**config.mk**
```make
export PLATFORM = sky130hd
export DESIGN_NAME = uart_tx_fifo
export DESIGN_NICKNAME = d
export VERILOG_FILES = /design/src/rtl/uart_tx_fifo.sv
export SDC_FILE = /design/constraint.sdc
export NUM_CORES = 1
export LEC_CHECK = 0
export BUFFER_PORTS_ARGS = -buffer_cell sky130_fd_sc_hd__buf_4
export CAP_MARGIN = 20
export CORE_MARGIN = 2
export CORE_UTILIZATION = 40
export CTS_BUF_LIST = sky130_fd_sc_hd__clkbuf_2
export CTS_CLUSTER_DIAMETER = 100
export DETAILED_ROUTE_END_ITERATION = 7
export GPL_ROUTABILITY_DRIVEN = 0
export GPL_TIMING_DRIVEN = 1
export SLEW_MARGIN = 0
export SYNTH_ARGS = -nofsm -noshare
export SYNTH_HDL_FRONTEND = slang
export SYNTH_SLANG_ARGS = --single-unit
```
**constraint.sdc**
```tcl
create_clock -name clk -period 7.59 [get_ports clk]
set_input_delay 0.759 -clock clk [delete_from_list [all_inputs] [get_ports clk]]
set_output_delay 0.759 -clock clk [all_outputs]
set_load 0.01 [all_outputs]
```
**src/rtl/uart_tx_fifo.sv**
```systemverilog
// uart_tx_fifo: byte FIFO feeding an 8N1 UART transmitter.
// Bytes are pushed through a valid/ready handshake; the transmitter pops the
// head byte whenever it is idle or finishing a stop bit, so queued bytes go
// out back-to-back with no idle gap on the line.
module uart_tx_fifo #(
    parameter int CLK_FREQ   = 50000000,
    parameter int BAUD       = 115200,
    parameter int FIFO_DEPTH = 16
) (
    input  logic                          clk,
    input  logic                          rst_n,
    input  logic [7:0]                    in_data,
    input  logic                          in_valid,
    output logic                          in_ready,
    output logic                          tx,
    output logic                          busy,
    output logic [$clog2(FIFO_DEPTH):0]   fifo_count
);

    localparam int CLKS_PER_BIT = CLK_FREQ / BAUD;
    localparam int AW           = $clog2(FIFO_DEPTH);
    localparam int CW           = (CLKS_PER_BIT > 1) ? $clog2(CLKS_PER_BIT) : 1;

    typedef logic [AW:0]   cnt_t;
    typedef logic [AW-1:0] ptr_t;
    typedef logic [CW-1:0] clk_cnt_t;

    typedef enum logic [1:0] {
        IDLE,
        START,
        DATA,
        STOP
    } state_t;

    state_t    state;
    state_t    state_next;

    logic [7:0] mem [FIFO_DEPTH];
    ptr_t       wr_ptr;
    ptr_t       rd_ptr;

    clk_cnt_t   clk_cnt;
    logic [2:0] bit_cnt;
    logic [7:0] shreg;

    logic       bit_done;
    logic       push;
    logic       pop;
    logic       fifo_empty;

    assign bit_done   = (clk_cnt == clk_cnt_t'(CLKS_PER_BIT - 1));
    assign fifo_empty = (fifo_count == '0);
    assign in_ready   = (fifo_count < cnt_t'(FIFO_DEPTH));
    assign push       = in_valid && in_ready;

    // FSM state register
    always_ff @(posedge clk or negedge rst_n) begin
        if (!rst_n) begin
            state <= IDLE;
        end else begin
            state <= state_next;
        end
    end

    // FSM next-state and pop decision; a pop always coincides with entering START
    always_comb begin
        state_next = state;
        pop        = 1'b0;
        case (state)
            IDLE: begin
                if (!fifo_empty) begin
                    state_next = START;
                    pop        = 1'b1;
                end
            end
            START: begin
                if (bit_done) begin
                    state_next = DATA;
                end
            end
            DATA: begin
                if (bit_done && (bit_cnt == 3'd7)) begin
                    state_next = STOP;
                end
            end
            STOP: begin
                if (bit_done) begin
                    if (!fifo_empty) begin
                        state_next = START;
                        pop        = 1'b1;
                    end else begin
                        state_next = IDLE;
                    end
                end
            end
            default: begin
                state_next = IDLE;
            end
        endcase
    end

    // FSM outputs: line level follows the state, busy covers queued bytes too
    always_comb begin
        tx   = 1'b1;
        busy = (state != IDLE) || !fifo_empty;
        case (state)
            START:   tx = 1'b0;
            DATA:    tx = shreg[0];
            default: tx = 1'b1;
        endcase
    end

    // Bit timing and shift register; a pop reloads the byte and restarts timing
    always_ff @(posedge clk or negedge rst_n) begin
        if (!rst_n) begin
            clk_cnt <= '0;
            bit_cnt <= '0;
            shreg   <= '0;
        end else if (pop) begin
            clk_cnt <= '0;
            bit_cnt <= '0;
            shreg   <= mem[rd_ptr];
        end else if (state != IDLE) begin
            if (bit_done) begin
                clk_cnt <= '0;
                if (state == DATA) begin
                    shreg   <= {1'b1, shreg[7:1]};
                    bit_cnt <= bit_cnt + 3'd1;
                end
            end else begin
                clk_cnt <= clk_cnt + clk_cnt_t'(1);
            end
        end
    end

    // FIFO storage; contents need no reset because the pointers define validity
    always_ff @(posedge clk) begin
        if (push) begin
            mem[wr_ptr] <= in_data;
        end
    end

    // FIFO pointers and occupancy; pointers wrap naturally at FIFO_DEPTH
    always_ff @(posedge clk or negedge rst_n) begin
        if (!rst_n) begin
            wr_ptr     <= '0;
            rd_ptr     <= '0;
            fifo_count <= '0;
        end else begin
            if (push) begin
                wr_ptr <= wr_ptr + ptr_t'(1);
            end
            if (pop) begin
                rd_ptr <= rd_ptr + ptr_t'(1);
            end
            case ({push, pop})
                2'b10:   fifo_count <= fifo_count + cnt_t'(1);
                2'b01:   fifo_count <= fifo_count - cnt_t'(1);
                default: fifo_count <= fifo_count;
            endcase
        end
    end

endmodule

```
==> flow_summary_export.csv <==
group,metric,value,unit
run_status,outcome,"complete, no violations",
yosys,yosys_warnings,0,
cts,htree_levels,4,
cts,holdBufCountCts,1,
cts,cts_resized,0,
placement,placedInstanceArea,7260,um2
routing,drt_iter0_markers,249,
cts,path_clk_slew,0.27,ns
global_route,grt_pass1_wl,20500,um
cells_and_area,final_cell_count_no_fill,666,
global_route,grt_max_degree,36,
yosys,synth.most_common_cell,"edfxtp_1",
routing,drt_wl_total,12900,um
power_and_ir_drop,p_per_area,235,nW/um2
yosys,synth_area_leaders,"edfxtp_1 55%, dfrtp_1 13%, mux4_2 7.4%",
setup_path,end_kind,"register",
routing,viasPerCell,5.35,
global_route,grtUsageTotal,0.152,
setup_path,critPathLaunch,"clk_cnt[1]",
timing,layout_min_cycle_time,3.27,ns
cts,clock_latency,0.74,ns
power_and_ir_drop,p_leak,2.63,nW
yosys,synth_common_cells,"128 x edfxtp_1, 35 x dfrtp_1, 23 x mux4_2",
setup_path,path_cells,"inv_1, ha_1, and4b_2, a31oi_1, nor2_2, ha_1, xor2_1, ha_1, a21o_1, nand2_1, a21o_1, a21oi_1, xnor2_1",
cells_and_area,area_growth,8.01,%
yosys,synth_flop_cell,"edfxtp_1",
setup_path,cp_common_cell,"ha_1",
timing,worst_slew_pin_slew,0.888,ns
global_route,grt_pass1_vias,3674,
run,maxCapViolCount,0,
cells_and_area,drive_gt1_frac,0.191,
yosys,synth_top_family_by_area,"multiplexers",
yosys,syn_inst,405,
cts,cts_tree,"built",
timing,slew-limit-headroom,0.408,
cts,cts_setup_buffers,0,
yosys,yosysTopAreaCell,"edfxtp_1",
floorplan,fp.dieH,136,um
setup_path,worstPathMaxFanout,15,
timing,clock_skew,0.0524,ns
global_route,gr-total-overflow,0,
floorplan,die-area,18500,um2
timing,rsz0062_at_grt,"false",
floorplan,floorplan.initialDensity,0.406,
min_path,hold_class,"primary input to register",
floorplan,die_w,136,um
setup_path,cp.arrival,3.93,ns
power_and_ir_drop,ir_drop,0.161,mV
placement,hpwl,8320,um
yosys,async_reset_ff_frac,0.215,
global_route,antenna_found_initial,1,
cells_and_area,multi_input_area,2050,um2
cells_and_area,final_area,7530,um2
min_path,min-delay-start,"in_data[7]",
yosys,synth-seq-cells,163,
setup_path,criticalPathCategory,"register to register",
yosys,syn-num-nets,433,
timing,timing.hold.ws,0.300,ns
routing,wl_per_cell,19.4,um
setup_path,cpPeakStageDelay,0.53,ns
yosys,synth_cell_types,50,
power_and_ir_drop,power,1.77,mW
cells_and_area,utilization,0.438,
yosys,synthAdderAreaFrac,0.0305,
cts,clock_sinks,163,
timing,fin_ws,4.32,ns
timing,final.setup.tns,0,ns
yosys,yosys.area_share.simple,0.0612,
setup_path,cp_slowest_cell,"nor2_2",
setup_path,critical_path_required,8.25,ns
cts,cts_max_path_buffers,2,
placement,dpl.cell_count,632,
yosys,synth_xor_area_frac,0.0226,
yosys,syn_area,6970,um2
timing,drv_slew,0,
timing,setup-violations-final,0,
yosys,ys_seq_area_frac,0.677,
timing,hold_viol,0,
yosys,synth_top_area_share,0.551,
routing,drtAntennaViolNets,0,
routing,vias,3565,
cts,cts_buffers,17,
cells_and_area,nFillCells,1576,
yosys,synth_compound_area_frac,0.0653,
cells_and_area,seqCellArea,4720,um2
yosys,synth_edf_count,128,
routing,route.detailed.drc,0,
floorplan,coreArea,17200,um2
placement,place_ws,4.35,ns
placement,place.port_buffers,18,
yosys,avgSynthCellArea,17.2,um2
floorplan,rows,48,
setup_path,r2r-start,"clk_cnt[1]",
setup_path,cp-start-kind,"register",
yosys,synthMuxAreaShare,0.114,
cts,root_buffer,"clkbuf_2",
timing,period_share,0.431,
cells_and_area,num-nets-final,455,
timing,fmax,306,MHz
routing,firstDrtPassIters,4,
floorplan,ios,19,
-- per-layer routing --
metal  up-vias  GRT usage  wire, um
met2        72      0.243      6350
met1      1849      0.203      5740
met4         0     0.0463       180
met3        14     0.0436       650
met5         -          0         0
li1       1630          -         -
-- worst paths after layout --
kind	to	slack, ns	depth (start not counted)
min reg2reg	rd_ptr[3]	0.56	1
max in group asynchronous	wr_ptr[1]	6.75	2
max reg2reg	fifo_count[4]	4.32	13
max	fifo_count[4]	4.32	13
min	mem[2][7]	0.30	1
min in group asynchronous	rd_ptr[0]	0.49	2
-- critical path: cells and delay by family (launching register included) --
kind / cells / cell delay (ns)
AND/OR/NAND/NOR: 3 / 0.87
buffers and inverters: 1 / 0.07
adder cells (fa/ha/maj): 3 / 0.81
flip-flops: 1 / 0.48
AO/OA/AOI/OAI: 4 / 0.63
XOR/XNOR: 2 / 0.34
-- cell type report --
class                           count  area share
Inverter                           17     0.00848
Timing Repair Buffer               20      0.0203
Tap cell                          225      0.0374
Antenna cell                        1    0.000332
Sequential cell                   163       0.627
Multi-Input combinational cell    208       0.272
Clock buffer                       17      0.0113
Clock inverter                     15      0.0228
-- state kept, by name (all words and copies together) (netlist names) --
register,flops
bit_cnt,3
clk_cnt,9
fifo_count,5
mem,128
rd_ptr,4
shreg,8
state,2
wr_ptr,4
-- logic make-up after synthesis --
group / Yosys count
AO/OA/AOI/OAI: 59
XOR/XNOR: 18
AND/OR/NAND/NOR: 78
adder cells (fa/ha/maj): 17
buffers and inverters: 34
flip-flops: 163
multiplexers: 36
-- power by group --
| part | internal, mW | switching (mW) | leakage [nW] |
|---|---|---|---|
| clock | 0.162 | 0.322 | 0.148 |
| sequential | 1.03 | 0.0492 | 1.58 |
| combinational | 0.0890 | 0.118 | 0.899 |
-- layout by cell type (no fill, tap or decap), types with 16 or more instances in the layout --
cell type / netlist / final
nor2_1: 16 / 16
buf_4: 3 / 19
inv_1: 17 / 17
and2_1: 17 / 17
edfxtp_1: 128 / 128
clkbuf_2: 0 / 17
dfrtp_1: 35 / 33
a22oi_1: 18 / 18
mux4_2: 23 / 23
ha_1: 17 / 17
(Power assumes the default switching activity.)
